<file path="config.mk">
export PLATFORM = sky130hd
export DESIGN_NAME = rr_interval_timer_flat
export DESIGN_NICKNAME = d
export VERILOG_FILES = /design/src/rtl/rr_interval_timer_pkg.sv /design/src/rtl/rr_interval_timer_if.sv /design/src/rtl/rr_interval_timer_beat_edge_sync.sv /design/src/rtl/rr_interval_timer.sv /design/src/flat_wrapper.sv
export SDC_FILE = /design/constraint.sdc
export NUM_CORES = 1
export LEC_CHECK = 0
export BUFFER_PORTS_ARGS = -buffer_cell sky130_fd_sc_hd__buf_2
export CAP_MARGIN = 20
export CORE_MARGIN = 5
export CORE_UTILIZATION = 40
export CTS_CLUSTER_SIZE = 16
export DETAILED_ROUTE_END_ITERATION = 7
export PLACE_DENSITY_LB_ADDON = 0.08
export SYNTH_ARGS = -nofsm -noshare
export SYNTH_HDL_FRONTEND = slang
export SYNTH_SLANG_ARGS = --single-unit
export TNS_END_PERCENT = 100
</file>
<file path="constraint.sdc">
create_clock -name clk_div -period 2.4 [get_ports clk_div]
set_clock_uncertainty 0.05 [all_clocks]
set_input_delay 0.12 -clock clk_div [delete_from_list [all_inputs] [get_ports clk_div]]
set_output_delay 0.12 -clock clk_div [all_outputs]
set_load 0.05 [all_outputs]
</file>
<file path="src/rtl/rr_interval_timer_pkg.sv">
// Shared widths, default timing limits and FSM encoding for the RR-interval timer
// and the blocks that consume its intervals.
package rr_interval_timer_pkg;

  localparam int unsigned RR_W    = 12;
  localparam int unsigned COUNT_W = 16;

  localparam logic [RR_W-1:0] DEF_REFRACT_MS = 12'd250;
  localparam logic [RR_W-1:0] DEF_TIMEOUT_MS = 12'd3000;
  localparam logic [RR_W-1:0] RR_MAX         = {RR_W{1'b1}};

  typedef enum logic [0:0] {
    StIdle,
    StTiming
  } rr_state_e;

  // Saturating beat counter increment.
  function automatic logic [COUNT_W-1:0] sat_inc_count(input logic [COUNT_W-1:0] v);
    return (v == {COUNT_W{1'b1}}) ? v : v + COUNT_W'(1);
  endfunction

endpackage

</file>
<file path="src/rtl/rr_interval_timer_if.sv">
// Beat input and RR/beat/timeout result bundle of the RR-interval timer.
interface rr_interval_timer_if;
  import rr_interval_timer_pkg::*;

  logic               beat_in;
  logic [RR_W-1:0]    rr_interval_ms;
  logic               new_rr_pulse;
  logic               beat_pulse;
  logic               timeout_pulse;
  logic               signal_lost;
  logic [COUNT_W-1:0] beat_count;

  // Timer side: consumes the raw beat level, produces the interval results.
  modport master (
    input  beat_in,
    output rr_interval_ms,
    output new_rr_pulse,
    output beat_pulse,
    output timeout_pulse,
    output signal_lost,
    output beat_count
  );

  // Environment side: supplies the beat level, observes the results.
  modport slave (
    output beat_in,
    input  rr_interval_ms,
    input  new_rr_pulse,
    input  beat_pulse,
    input  timeout_pulse,
    input  signal_lost,
    input  beat_count
  );

endinterface

</file>
<file path="src/rtl/rr_interval_timer_beat_edge_sync.sv">
// Two-flop synchroniser for the asynchronous beat level plus a delay flop that turns
// the synchronised level into a single-cycle rise indication.
module rr_interval_timer_beat_edge_sync (
  input  logic clk_div,
  input  logic rst_n,
  input  logic beat_i,
  output logic rise_o
);

  logic s1_q, s2_q, s3_q;

  always_ff @(posedge clk_div) begin
    if (!rst_n) begin
      s1_q <= 1'b0;
      s2_q <= 1'b0;
      s3_q <= 1'b0;
    end else begin
      s1_q <= beat_i;
      s2_q <= s1_q;
      s3_q <= s2_q;
    end
  end

  // A level held high yields exactly one rise.
  assign rise_o = s2_q & ~s3_q;

endmodule

</file>
<file path="src/rtl/rr_interval_timer.sv">
// Measures ms ticks between accepted beats, rejects refractory-window edges and flags
// loss of signal when no beat is accepted within the timeout.
module rr_interval_timer
  import rr_interval_timer_pkg::*;
#(
  parameter logic [RR_W-1:0] REFRACT_MS = DEF_REFRACT_MS,
  parameter logic [RR_W-1:0] TIMEOUT_MS = DEF_TIMEOUT_MS
) (
  input  logic                       clk_div,
  input  logic                       rst_n,
  rr_interval_timer_if.master        tmr
);

  logic rise;

  rr_interval_timer_beat_edge_sync u_beat_edge_sync (
    .clk_div (clk_div),
    .rst_n   (rst_n),
    .beat_i  (tmr.beat_in),
    .rise_o  (rise)
  );

  rr_state_e          state_q, state_d;
  logic [RR_W-1:0]    elapsed_q, elapsed_d;
  logic [RR_W-1:0]    rr_q, rr_d;
  logic               new_rr_q, new_rr_d;
  logic               beat_q, beat_d;
  logic               timeout_q, timeout_d;
  logic [COUNT_W-1:0] count_q, count_d;
  logic               accept;

  always_comb begin
    state_d   = state_q;
    elapsed_d = (elapsed_q == RR_MAX) ? elapsed_q : elapsed_q + RR_W'(1);
    rr_d      = rr_q;
    new_rr_d  = 1'b0;
    beat_d    = 1'b0;
    timeout_d = 1'b0;
    count_d   = count_q;
    accept    = 1'b0;

    unique case (state_q)
      StIdle: begin
        // First beat after IDLE only establishes the RR reference.
        if (rise) begin
          accept  = 1'b1;
          state_d = StTiming;
        end
      end
      StTiming: begin
        // A beat landing on the timeout cycle wins over the timeout.
        if (rise && (elapsed_q >= REFRACT_MS)) begin
          accept   = 1'b1;
          rr_d     = elapsed_q;
          new_rr_d = 1'b1;
        end else if (elapsed_q == TIMEOUT_MS) begin
          timeout_d = 1'b1;
          state_d   = StIdle;
        end
      end
      default: state_d = StIdle;
    endcase

    if (accept) begin
      beat_d    = 1'b1;
      elapsed_d = RR_W'(1);
      count_d   = sat_inc_count(count_q);
    end
  end

  always_ff @(posedge clk_div) begin
    if (!rst_n) begin
      state_q   <= StIdle;
      elapsed_q <= '0;
      rr_q      <= '0;
      new_rr_q  <= 1'b0;
      beat_q    <= 1'b0;
      timeout_q <= 1'b0;
      count_q   <= '0;
    end else begin
      state_q   <= state_d;
      elapsed_q <= elapsed_d;
      rr_q      <= rr_d;
      new_rr_q  <= new_rr_d;
      beat_q    <= beat_d;
      timeout_q <= timeout_d;
      count_q   <= count_d;
    end
  end

  assign tmr.rr_interval_ms = rr_q;
  assign tmr.new_rr_pulse   = new_rr_q;
  assign tmr.beat_pulse     = beat_q;
  assign tmr.timeout_pulse  = timeout_q;
  assign tmr.signal_lost    = (state_q == StIdle);
  assign tmr.beat_count     = count_q;

endmodule

</file>
<file path="src/flat_wrapper.sv">
// flat-port wrapper written by rule: the top's interface ports become plain ports
module rr_interval_timer_flat import rr_interval_timer_pkg::*;
#(
  parameter logic [RR_W-1:0] REFRACT_MS = DEF_REFRACT_MS,
  parameter logic [RR_W-1:0] TIMEOUT_MS = DEF_TIMEOUT_MS
)
  (clk_div, rst_n, tmr_beat_in, tmr_rr_interval_ms, tmr_new_rr_pulse, tmr_beat_pulse, tmr_timeout_pulse, tmr_signal_lost, tmr_beat_count);
  rr_interval_timer_if tmr_i ();
  input  logic clk_div;
  input  logic rst_n;
  input wire logic [$bits(tmr_i.beat_in)-1:0] tmr_beat_in;
  output wire logic [$bits(tmr_i.rr_interval_ms)-1:0] tmr_rr_interval_ms;
  output wire logic [$bits(tmr_i.new_rr_pulse)-1:0] tmr_new_rr_pulse;
  output wire logic [$bits(tmr_i.beat_pulse)-1:0] tmr_beat_pulse;
  output wire logic [$bits(tmr_i.timeout_pulse)-1:0] tmr_timeout_pulse;
  output wire logic [$bits(tmr_i.signal_lost)-1:0] tmr_signal_lost;
  output wire logic [$bits(tmr_i.beat_count)-1:0] tmr_beat_count;
  assign tmr_i.beat_in = tmr_beat_in;
  assign tmr_rr_interval_ms = tmr_i.rr_interval_ms;
  assign tmr_new_rr_pulse = tmr_i.new_rr_pulse;
  assign tmr_beat_pulse = tmr_i.beat_pulse;
  assign tmr_timeout_pulse = tmr_i.timeout_pulse;
  assign tmr_signal_lost = tmr_i.signal_lost;
  assign tmr_beat_count = tmr_i.beat_count;
  rr_interval_timer #(.REFRACT_MS(REFRACT_MS), .TIMEOUT_MS(TIMEOUT_MS)) u_core (.clk_div(clk_div), .rst_n(rst_n), .tmr(tmr_i));
endmodule
</file>
## Yosys cells after proc, flatten, opt, wreduce, memory -nomap -nowiden

Index checks and enable logic that the tools add are counted.

- Reductions and logical operators: 6
- Eq/ne operators: 4
- Magnitude comparators: 1
- $add $sub $neg: 2
- Muxes and demuxes: 10
- Bitwise operators: 5

Operator list:

| operator | number |
|---|---|
| $eq A12 B12 Y1 const B | 2 |
| $add A16 B1 Y16 const B | 1 |
| $eq A16 B16 Y1 const B | 1 |
| $add A12 B1 Y12 const B | 1 |
| $ge A12 B8 Y1 const B | 1 |
| $mux W1 | 8 |
| $reduce_and A2 Y1 | 3 |
| $not A1 Y1 | 4 |
| $pmux W1 S2 | 2 |
| $reduce_or A3 Y1 | 1 |
| $ne A2 B1 Y1 const B | 1 |
| $reduce_or A2 Y1 | 1 |
| $and A1 B1 Y1 | 1 |
| $logic_and A1 B1 Y1 | 1 |

- Output and inout bits: 32
- Register bits after elaboration: 47
- Bits of input ports: 3
- Logic and storage cells: 39

## Longest topological paths before layout

Gate-level depths: netlist (run 1).

- Depth in word-level cells: 6
- Gate-level depth with buffers: 8
- Gate-level depth less buffers: 7

## Hierarchy

From an unflattened synthesis (run 1), not the netlist that was laid out.

- Cell total of the unflattened synthesis: 229
- Area total of the unflattened synthesis: 2155.8 um^2

Modules (own cells, without submodules):

| module | area an instance (um^2) | seq. area each (um^2) | cells an instance | instances |
|---|---|---|---|---|
| rr_interval_timer | 2063.2 | 880.8 | 222 | 1 |
| rr_interval_timer_beat_edge_sync | 92.6 | 60.1 | 7 | 1 |

## Worst setup path before layout (run 1)

Ideal clock, no wire load.

- Kind: flip-flop to flip-flop
- Start: register u_core.count_q[0] (netlist: u_core.tmr.beat_count[0])
- End: register u_core.count_q[1] (netlist: u_core.tmr.beat_count[1])
- Arrival: 2.183 ns
- Required time: 2.222 ns
- Setup slack: 0.040 ns
- Buffers on the path: 1
- Clock period less this slack: 2.360 ns
- Cell stages (with the launch flop): 8
- Path through: dfxtp_1 ha_1 nand3_1 or3_1 o211ai_4 buf_6 mux2i_1 nor2_1

- Cells in the longest elaborated chain, start to end: 3

RTL lines:

| item | RTL line | RTL |
|---|---|---|
| from (decl) | rr_interval_timer.sv:29 | `logic [COUNT_W-1:0] count_q, count_d;` |
| from (signal assigned) | rr_interval_timer.sv:87 | `count_q <= count_d;` |
| branches (longest 3 deep; another with $add A16 B1 Y16) | -- |  |

Several ways; the timed one is not identified.
A chain may end at the register's enable or synchronous reset.

## Worst setup path in the final report (run 1)

- Start: register u_core.elapsed_q[0]
- End: register u_core.elapsed_q[2]

- Cells in the longest elaborated chain, start to end: 5

RTL lines:

| item | RTL line | RTL |
|---|---|---|
| from (decl) | rr_interval_timer.sv:24 | `logic [RR_W-1:0] elapsed_q, elapsed_d;` |
| from (signal assigned) | rr_interval_timer.sv:82 | `elapsed_q <= elapsed_d;` |
| $ge A12 B8 Y1 | rr_interval_timer.sv:52 | `if (rise && (elapsed_q >= REFRACT_MS)) begin` |
| $logic_and A1 B1 Y1 | rr_interval_timer.sv:52 |  |
| $mux W1 | rr_interval_timer.sv:52 |  |
| $pmux W1 S2 | rr_interval_timer.sv:42 | `unique case (state_q)` |
| $reduce_or A2 Y1 (no line) | -- |  |

Parallel ways exist; a longest one is shown, timed or not.

==> results of run 1 <==
[worst register-to-register path, cell delays in order (launching register included)]
cell and delay, ps:
dfxtp_1 420, inv_1 90, ha_1 190, or3_1 340
a311o_4 460, nand2_2 100, nand2_1 260, nor3_1 250
[cells in the final DEF, fill, tap and decap left out, types with 2 or more instances in the layout]
| master | n |
|---|---|
| dfxtp_1 | 47 |
| buf_2 | 34 |
| nand2_1 | 25 |
| nor2_1 | 20 |
| nand3_1 | 19 |
| o21ai_0 | 17 |
| a21oi_1 | 13 |
| or3_1 | 12 |
| inv_1 | 8 |
| nand4_1 | 8 |
| buf_4 | 8 |
| xor2_1 | 6 |
| xnor2_1 | 5 |
| and2_1 | 5 |
| clkbuf_8 | 5 |
| nor4_1 | 4 |
| nor3_1 | 4 |
| o21ai_1 | 4 |
| ha_1 | 4 |
| and4_1 | 2 |
| o31ai_1 | 2 |
| or4_1 | 2 |
| mux2i_1 | 2 |
| a31oi_1 | 2 |
| clkinvlp_4 | 2 |
[cells in the mapped netlist (all sizes together)]
| master | number | share of area |
|---|---|---|
| and3 | 1 | 0.0031 |
| ha | 4 | 0.024 |
| or2 | 1 | 0.0031 |
| nand4 | 8 | 0.024 |
| clkinv | 1 | 0.0018 |
| a311o | 1 | 0.0098 |
| nand2 | 26 | 0.049 |
| nand3 | 19 | 0.046 |
| or4b | 2 | 0.0098 |
| o21a | 1 | 0.0037 |
| or4 | 3 | 0.013 |
| o31a | 1 | 0.0043 |
| and2 | 5 | 0.015 |
| a21oi | 13 | 0.032 |
| o2111ai | 1 | 0.0043 |
| nor2b | 1 | 0.0031 |
| a31oi | 2 | 0.0061 |
| o211ai | 1 | 0.010 |
| o31ai | 2 | 0.0073 |
| o21ai | 21 | 0.051 |
| mux2i | 2 | 0.0098 |
| and4 | 2 | 0.0085 |
| inv | 8 | 0.015 |
| nor4 | 4 | 0.012 |
| nand4b | 1 | 0.0043 |
| nor2 | 20 | 0.037 |
| buf | 3 | 0.010 |
| a41oi | 1 | 0.0043 |
| clkbuf | 6 | 0.011 |
| xnor2 | 5 | 0.021 |
| or3 | 12 | 0.037 |
| a211oi | 2 | 0.0098 |
| nor3 | 5 | 0.012 |
| dfxtp | 47 | 0.46 |
| xor2 | 6 | 0.026 |
| nand2b | 1 | 0.0031 |
[metrics by stage]
stage	hold slack, ps	std cells	cell area [sq um]
floorplan	197	239	2050
global placement	285	342	2330
detailed placement	284	342	2330
CTS	260	351	2430
global route	298	351	2430
finish	272	351	2430
[routing by layer]
| layer | vias up | global-route usage | part of all wire |
|---|---|---|---|
| met5 | - | 0 | 0 |
| li1 | 937 | - | - |
| met3 | 6 | 0.0329 | 0.035 |
| met1 | 839 | 0.168 | 0.46 |
| met4 | 0 | 0.0615 | 0.014 |
| met2 | 22 | 0.245 | 0.49 |
[cell families (layout without fill, tap and decap cells)]
family          Yosys count  count (layout)  synth area share
flops                    47              47             0.459
xor+xnor                 11              11            0.0470
simple gates            111             111             0.280
mux                       2               2           0.00976
compound gates           46              46             0.143
fa+ha+maj                 4               4            0.0244
buf+inv                  18              60            0.0378
[area by class of cell]
cell class              count  area (sq um)
fillers                   517          2610
multi-input cells         174          1040
flip-flops and latches     47           941
repair buffers             43           240
well taps                  70          87.6
clock buffers               5          68.8
inverters                   9          33.8
clock inverters             3          20.0
[timing repair]
item	in CTS	in global routing
setup buffers	0	0
resized for setup	0	0
endpoints found under the hold margin	1	0
hold buffers	1	0
[final timing paths]
kind,startpoint,depth (start not counted),end,slack (ps)
setup / recovery,u_core.elapsed_q[0],7,u_core.elapsed_q[2],190
hold reg to reg,u_core.tmr.rr_interval_ms[11],2,u_core.tmr.rr_interval_ms[11],410
hold / removal,rst_n,3,u_core.tmr.beat_count[7],270
setup reg to reg,u_core.elapsed_q[0],7,u_core.elapsed_q[2],190
[registers in the layout (all words and copies together) (netlist names)]
name and cells:
u_core.elapsed_q 12, u_core.state_q 1, u_core.tmr.beat_count 16, u_core.tmr.beat_pulse 1
u_core.tmr.new_rr_pulse 1, u_core.tmr.rr_interval_ms 12, u_core.tmr.timeout_pulse 1, u_core.u_beat_edge_sync.s1_q 1
u_core.u_beat_edge_sync.s2_q 1, u_core.u_beat_edge_sync.s3_q 1
[power by group through the flow]
stage	clock network, mW	registers [mW]	logic [mW]
5_1_grt	0.521	0.799	0.0742
3_3_place_gp	0	0.816	0.0658
3_5_place_dp	0	0.816	0.0652
4_1_cts	0.495	0.797	0.0668
6_report	0.472	0.797	0.0661
2_1_floorplan	0	0.819	0.0469
==> results by group, run 1 <==
Run status
  – Status: finished, final reports clean

Clock network
  – Root buffer cell: clkbuf_8
  – Bufs on Longest Clock Path: 2
  – CTS buffer count: 5
  – Clock Latency Late Sink: 300 ps
  – Clock net sink count: 47
  – TritonCTS clock tree: done
  – Htree depth: 2
  – Worst-path clk slew: 90 ps

Timing
  – Sum Neg Setup Slack: 0 ps
  – Fin. Hold Viols: 0
  – Slew at the pin closest to its max-slew limit: 527 ps
  – RSZ-0062 raised after global routing: no
  – Setup slack after layout: 190 ps
  – Final Max Slew Viols: 0
  – Setup violators final: 0
  – Fmax: 452 MHz
  – Min cycle time layout: 2210 ps
  – Period Utilization, post-route: 0.921
  – Normalized max-slew margin: 0.646

Global route
  – Initial antenna violation count: 0
  – Gr ovfl total: 0
  – Pin count of the biggest net entering global routing: 32
  – GRT Overall Usage: 0.142
  – First-pass GRT wire length: 7400 um
  – Vias in the first global route: 1631

Detailed routing
  – DR pass1 iterations: 4
  – # DRC: 0
  – Via count: 1804
  – Routed length per instance: 12.8 um
  – Vias/cell: 5.14
  – Final antenna-violating net count: 0
  – Drt first-iter violations: 45
  – Total Routed Length: 4490 um

Power and ir drop
  – Sw frac: 0.243
  – P_sw: 325 uW
  – Power Internal: 1.01 mW
  – Pwr dens: 550 nW/um^2
  – Reg power frac: 0.597
  – Total power: 1.34 mW
  – Leakage: 0.944 nW
  – Max VDD drop: 0.375 mV
  – Logic pwr share: 0.049
  – Clock power share: 0.354

Synth
  – Cells after Synth: 239
  – Synthesized area: 2050 sq um
  – Sequential area share after synthesis: 0.459
  – Yosys cell types: 42
  – Synthesized net count: 246
  – #FFs+latches synth: 47
  – YS warnings: 0
  – Mean Syn Cell Area: 8.59 sq um

Worst setup path
  – Crit Path Max Fanout: 11
  – Worst path max stage delay: 460 ps
  – Kind of critical path: register to register
  – Worst path cell trace: inv_1 -> ha_1 -> or3_1 -> a311o_4 -> nand2_2 -> nand2_1 -> nor3_1
  – CP Launch Type: register
  – WP data arrival: 2380 ps
  – Cell family with most CP delay: simple AND/OR/NAND/NOR gates
  – WP data required: 2570 ps
  – Slowest CP cell: a311o_4
  – CP Capture Type: register
  – CP Buf/Inv Count: 1

Placed design
  – Routability Congestion: 0.760
  – Pre-CTS WS: 204 ps
  – I/O Buffers: 34
  – Detail Placement HPWL: 3210 um

Floorplan
  – Num ports: 35
  – Row count: 26
  – Die Ht: 81.6 um
  – Chip Width: 81.6 um
  – Total core area: 5040 sq um
  – Initial Util: 0.407
  – Die area: 6660 sq um

Layout
  – Layout area overhead: 18.4%
  – Final Net Count: 287
  – Final core occ: 0.482
  – Diode count: 0
  – Share of layout cells above drive strength 1: 0.206

Run
  – Max-cap viol count: 0

Min path
  – Min-Delay Path Class: primary input to register
(Power assumes the default switching activity.)
==> run 2, diff against run 1 <==
RECOVER_POWER = 50   (was default)
==> results by group, run 2 (same netlist as run 1, synthesis figures left out) <==
Worst setup path
  – CP Launch Type: register (unchanged)
  – CP Capture Type: register (unchanged)
  – Reg2reg end: u_core.elapsed_q[2] (unchanged)
  – Flop2flop setup slack: 190 ps (about the same)
  – FF-to-FF Start: u_core.elapsed_q[0] (unchanged)
  – Crit Path Max Fanout: 11 (unchanged)
  – Worst Reg-to-Reg Cells: 7 (unchanged)
  – WP data required: 2570 ps (about the same)
  – Kind of critical path: register to register (unchanged)
  – WP data arrival: 2380 ps (about the same)

Detailed routing
  – Routed metal-1 wire length: 2090 um (was 2060 um)
  – # DRC: 0 (unchanged)
  – Total Routed Length: 4500 um (was 4490 um)
  – Via count: 1770 (was 1804)
  – Met3 wire len: 167 um (was 158 um)
  – Routed length per instance: 12.8 um (about the same)
  – Highest routed layer: met4 (unchanged)
  – DR pass1 iterations: 4 (unchanged)
  – Vias/cell: 5.04 (was 5.14)
  – Final antenna-violating net count: 0 (unchanged)
  – Drt first-iter violations: 48 (was 45)
  – Met2 Wirelength: 2190 um (was 2210 um)

Placed design
  – I/O Buffers: 34 (unchanged)
  – Routability Congestion: 0.760 (unchanged)
  – Detail Placement HPWL: 3210 um (unchanged)

Clock network
  – CTS resizes: 0 (unchanged)
  – TritonCTS clock tree: done (unchanged)
  – Htree depth: 2 (unchanged)
  – Bufs on Longest Clock Path: 2 (unchanged)
  – Clock Latency Late Sink: 300 ps (about the same)
  – CTS buffer count: 5 (unchanged)
  – Worst-path clk slew: 90 ps (about the same)
  – Root buffer cell: clkbuf_8 (unchanged)
  – Post-CTS setup buffer count: 0 (unchanged)
  – CTS Hold Buffers Added: 1 (unchanged)
  – Clock net sink count: 47 (unchanged)

Floorplan
  – Num ports: 35 (unchanged)
  – Die area: 6660 sq um (unchanged)
  – Row count: 26 (unchanged)
  – Die Ht: 81.6 um (unchanged)
  – Chip Width: 81.6 um (unchanged)
  – Initial Util: 0.407 (unchanged)
  – Total core area: 5040 sq um (unchanged)

Timing
  – RSZ-0062 raised after global routing: no (unchanged)
  – Fmax: 452 MHz (about the same)
  – Fin. Hold Viols: 0 (unchanged)
  – Final Max Slew Viols: 0 (unchanged)
  – Setup violators final: 0 (unchanged)
  – Period Utilization, post-route: 0.922 (was 0.921)
  – Sum Neg Setup Slack: 0 ps (unchanged)
  – Normalized max-slew margin: 0.598 (was 0.646)
  – Slew at the pin closest to its max-slew limit: 606 ps (was 527 ps)
  – Min cycle time layout: 2210 ps (about the same)

Min path
  – Min-Delay Startpoint: rst_n (unchanged)
  – Worst hold path endpoint: u_core.tmr.beat_count[7] (unchanged)
  – Min-Delay Path Class: primary input to register (unchanged)
  – Worst Hold Depth: 3 (unchanged)

Global route
  – Initial antenna violation count: 0 (unchanged)
  – Vias in the first global route: 1631 (unchanged)
  – GRT Overall Usage: 0.142 (unchanged)
  – Gr ovfl total: 0 (unchanged)
  – First-pass GRT wire length: 7400 um (unchanged)
  – Pin count of the biggest net entering global routing: 32 (unchanged)

Power and ir drop
  – P_sw: 322 uW (was 325 uW)
  – Reg power frac: 0.598 (was 0.597)
  – Sw frac: 0.242 (was 0.243)
  – Logic pwr share: 0.049 (about the same)
  – Clock power share: 0.353 (was 0.354)
  – Max VDD drop: 0.375 mV (about the same)
  – Leakage: 0.804 nW (was 0.944 nW)
  – Pwr dens: 558 nW/um^2 (was 550 nW/um^2)
  – Power Internal: 1.01 mW (about the same)
  – Total power: 1.33 mW (was 1.34 mW)

Layout
  – Layout area overhead: 16.3% (was 18.4%)
  – Storage cell area: 941 sq um (unchanged)
  – Multi-input logic area: 1040 sq um (unchanged)
  – Largest register FFs: 16 (unchanged)
  – Diode count: 0 (unchanged)
  – Final Net Count: 287 (unchanged)
  – Most common cell after layout, fill and taps aside: dfxtp_1 (unchanged)
  – Share of layout cells above drive strength 1: 0.0925 (was 0.206)
  – Fill count: 534 (was 517)
  – Leading cell types in the layout, fill and taps excluded: dfxtp_1 (47), clkbuf_1 (32), nand2_1 (25), nor2_1 (20), nand3_1 (19) (was dfxtp_1 (47), buf_2 (34), nand2_1 (25), nor2_1 (20), nand3_1 (19))

Run
  – Max-cap viol count: 0 (unchanged)

Run status
  – Status: finished, final reports clean (unchanged)
==> run 2: critical path, stage by stage, from the launching register on <==
cell and delay, ps:
dfxtp_1 410, inv_1 80, ha_1 180, or3_1 340, a311o_4 460, nand2_2 100
nand2_1 270, nor3_1 250
==> run 2: final cells by class <==
type,count,area share
multi-input combinational,174,0.435
sequential,47,0.394
timing repair buffer,43,0.0828
tap,70,0.0367
clock buffer,5,0.0288
inverter,9,0.0142
clock inverter,3,0.00839
==> run 2: worst max path at each step <==
stage | endpoint | start
after detailed placement | u_core.elapsed_q[2] | u_core.elapsed_q[0]
after global placement | u_core.elapsed_q[2] | u_core.elapsed_q[0]
after floorplan | u_core.tmr.beat_count[1] | u_core.tmr.beat_count[0]
final | u_core.elapsed_q[2] | u_core.elapsed_q[0]
after CTS | u_core.elapsed_q[2] | u_core.elapsed_q[0]
after global routing | u_core.elapsed_q[2] | u_core.elapsed_q[0]
==> run 2: metal layers <==
metal | global-route usage | up-vias
met1 | 0.168 | 805
met5 | 0 | -
li1 | - | 935
met2 | 0.245 | 26
met3 | 0.0329 | 4
met4 | 0.0615 | 0
==> run 2: stage by stage <==
stage	util	instance area (sq um)	setup slack [ps]	hold slack, ps	instances
final	0.473	2390	188	271	351
after global routing	0.473	2390	34.2	298	351
after CTS	0.482	2430	184	260	351
after detailed placement	0.462	2330	204	284	342
after global placement	0.462	2330	232	285	342
after floorplan	-	2050	39.7	197	239
==> run 2: power groups by stage <==
stage               Clock (mW)  Sequential, mW  Combinational [mW]
floorplan                    0           0.819              0.0469
global placement             0           0.816              0.0658
detailed placement           0           0.816              0.0652
CTS                      0.495           0.797              0.0668
global route             0.521           0.799              0.0734
finish                   0.470           0.797              0.0653
==> run 3, diff against run 2 <==
BUFFER_PORTS_ARGS = -buffer_cell sky130_fd_sc_hd__buf_4   (was -buffer_cell sky130_fd_sc_hd__buf_2)
==> results by group, run 3 (same netlist as run 1, synthesis figures left out) <==
Detailed routing
  – Routed length per instance: 13.1 um (was 12.8 um)
  – Drt first-iter violations: 60 (was 48)
  – # DRC: 0 (unchanged)
  – Vias/cell: 5.09 (was 5.04)
  – Via count: 1782 (was 1770)
  – Final antenna-violating net count: 0 (unchanged)
  – DR pass1 iterations: 4 (unchanged)
  – Total Routed Length: 4580 um (was 4500 um)

Clock network
  – Clock net sink count: 47 (unchanged)
  – TritonCTS clock tree: done (unchanged)
  – Root buffer cell: clkbuf_8 (unchanged)
  – Bufs on Longest Clock Path: 2 (unchanged)
  – Htree depth: 2 (unchanged)
  – CTS buffer count: 5 (unchanged)
  – Post-CTS setup buffer count: 0 (unchanged)
  – CTS resizes: 0 (unchanged)
  – Clock Latency Late Sink: 300 ps (about the same)
  – CTS Hold Buffers Added: 1 (unchanged)
  – Worst-path clk slew: 80 ps (was 90 ps)

Timing
  – Slew at the pin closest to its max-slew limit: 626 ps (was 606 ps)
  – Period Utilization, post-route: 0.928 (was 0.922)
  – Min cycle time layout: 2230 ps (was 2210 ps)
  – Setup violators final: 0 (unchanged)
  – Setup slack after layout: 173 ps (was 188 ps)
  – Worst hold slack: 160 ps (was 271 ps)
  – Normalized max-slew margin: 0.584 (was 0.598)
  – Fin. Hold Viols: 0 (unchanged)
  – RSZ-0062 raised after global routing: no (unchanged)
  – Fmax: 449 MHz (was 452 MHz)
  – Sum Neg Setup Slack: 0 ps (unchanged)
  – Final Max Slew Viols: 0 (unchanged)

Worst setup path
  – CP Buf/Inv Count: 1 (unchanged)
  – Worst path max stage delay: 460 ps (about the same)
  – WP data arrival: 2390 ps (was 2380 ps)
  – Slowest CP cell: a311o_4 (unchanged)
  – CP Capture Type: register (unchanged)
  – Worst path cell trace: inv_1 -> ha_1 -> or3_1 -> a311o_4 -> nand2_2 -> nand2_1 -> a211oi_2 (was inv_1 -> ha_1 -> or3_1 -> a311o_4 -> nand2_2 -> nand2_1 -> nor3_1)
  – CP Launch Type: register (unchanged)
  – WP data required: 2570 ps (about the same)
  – Cell family with most CP delay: simple AND/OR/NAND/NOR gates (unchanged)
  – Kind of critical path: register to register (unchanged)
  – Crit Path Max Fanout: 11 (unchanged)
  – Flop2flop setup slack: 170 ps (was 190 ps)

Power and ir drop
  – Max VDD drop: 0.260 mV (was 0.375 mV)
  – Reg power frac: 0.552 (was 0.598)
  – P_sw: 327 uW (was 322 uW)
  – Power Internal: 1.12 mW (was 1.01 mW)
  – Pwr dens: 600 nW/um^2 (was 558 nW/um^2)
  – Sw frac: 0.226 (was 0.242)
  – Logic pwr share: 0.046 (was 0.049)
  – Leakage: 0.819 nW (was 0.804 nW)
  – Clock power share: 0.402 (was 0.353)

Layout
  – Storage cell area: 941 sq um (unchanged)
  – Final Net Count: 286 (was 287)
  – Largest register FFs: 16 (unchanged)
  – Non-Filler Instances: 350 (was 351)
  – Final core occ: 0.478 (was 0.473)
  – Fill count: 552 (was 534)
  – Share of layout cells above drive strength 1: 0.0893 (was 0.0925)
  – Layout area overhead: 17.4% (was 16.3%)
  – Diode count: 0 (unchanged)
  – Most common cell after layout, fill and taps aside: dfxtp_1 (unchanged)
  – Leading cell types in the layout, fill and taps excluded: dfxtp_1 (47), clkbuf_1 (32), nand2_1 (25), nor2_1 (20), nand3_1 (19) (unchanged)
  – Multi-input logic area: 1040 sq um (unchanged)

Floorplan
  – Num ports: 35 (unchanged)
  – Die area: 6660 sq um (unchanged)
  – Total core area: 5040 sq um (unchanged)
  – Initial Util: 0.407 (unchanged)
  – Row count: 26 (unchanged)
  – Chip Width: 81.6 um (unchanged)
  – Die Ht: 81.6 um (unchanged)

Global route
  – First-pass GRT wire length: 7580 um (was 7400 um)
  – Gr ovfl total: 0 (unchanged)
  – Pin count of the biggest net entering global routing: 33 (was 32)
  – GRT Overall Usage: 0.147 (was 0.142)
  – Vias in the first global route: 1613 (was 1631)
  – Initial antenna violation count: 0 (unchanged)

Run status
  – Status: finished, final reports clean (unchanged)

Placed design
  – Detail Placement HPWL: 3300 um (was 3210 um)
  – Pre-CTS WS: 181 ps (was 204 ps)
  – Placed cell count: 341 (was 342)
  – I/O Buffers: 34 (unchanged)
  – Routability Congestion: 0.779 (was 0.760)

Run
  – Max-cap viol count: 0 (unchanged)

Min path
  – Min-Delay Path Class: primary input to register (unchanged)
[run 3: cell types whose count changed in the layout (fill, tap and decap cells not counted)]
cell,previous run,this run
clkinvlp_4,2,0
bufinv_16,0,1
buf_2,2,0
buf_4,7,8
clkinv_4,0,1
[run 3: area by class of cell]
| type | count | area share |
|---|---|---|
| clock inverters | 3 | 0.0182 |
| multi-input cells | 174 | 0.431 |
| flip-flops and latches | 47 | 0.391 |
| well taps | 70 | 0.0364 |
| clock buffers | 5 | 0.0286 |
| inverters | 9 | 0.0140 |
| repair buffers | 42 | 0.0810 |
[run 3: worst paths after layout]
check                           cells after the start                         start                            to
worst max register to register                      7           u_core.elapsed_q[0]           u_core.elapsed_q[8]
worst min register to register                      1  u_core.u_beat_edge_sync.s1_q  u_core.u_beat_edge_sync.s2_q
worst min-delay path                                2                         rst_n      u_core.tmr.beat_count[7]
worst max-delay path                                7           u_core.elapsed_q[0]           u_core.elapsed_q[8]
[run 3: metrics by stage]
step / instance area [sq um] / power (mW)
floorplan: 2050 / 0.866
global route: 2410 / 1.51
CTS: 2530 / 1.47
finish: 2410 / 1.44
detailed placement: 2410 / 0.884
global placement: 2410 / 0.883
[run 3: power groups by stage]
stage               Combinational [mW]  Sequential (mW)  Clock [mW]
floorplan                       0.0469            0.819           0
global placement                0.0668            0.816           0
detailed placement              0.0681            0.816           0
CTS                             0.0699            0.798       0.605
global route                    0.0730            0.799       0.634
finish                          0.0667            0.797       0.580
[run 3: worst register-to-register path, delay by kind of cell (launching register included)]
family	cells	cell delay, ps
buffers and inverters	1	90
adders and majority gates	1	190
AOI/OAI and AO/OA	2	700
and+or+nand+nor	3	700
DFF	1	410
[run 3: layer usage]
| metal | wire length, um | track usage | up-vias |
|---|---|---|---|
| li1 | - | - | 927 |
| met1 | 2060 | 0.164 | 820 |
| met2 | 2250 | 0.267 | 29 |
| met3 | 206 | 0.0395 | 6 |
| met4 | 63 | 0.0498 | 0 |
| met5 | 0 | 0 | - |
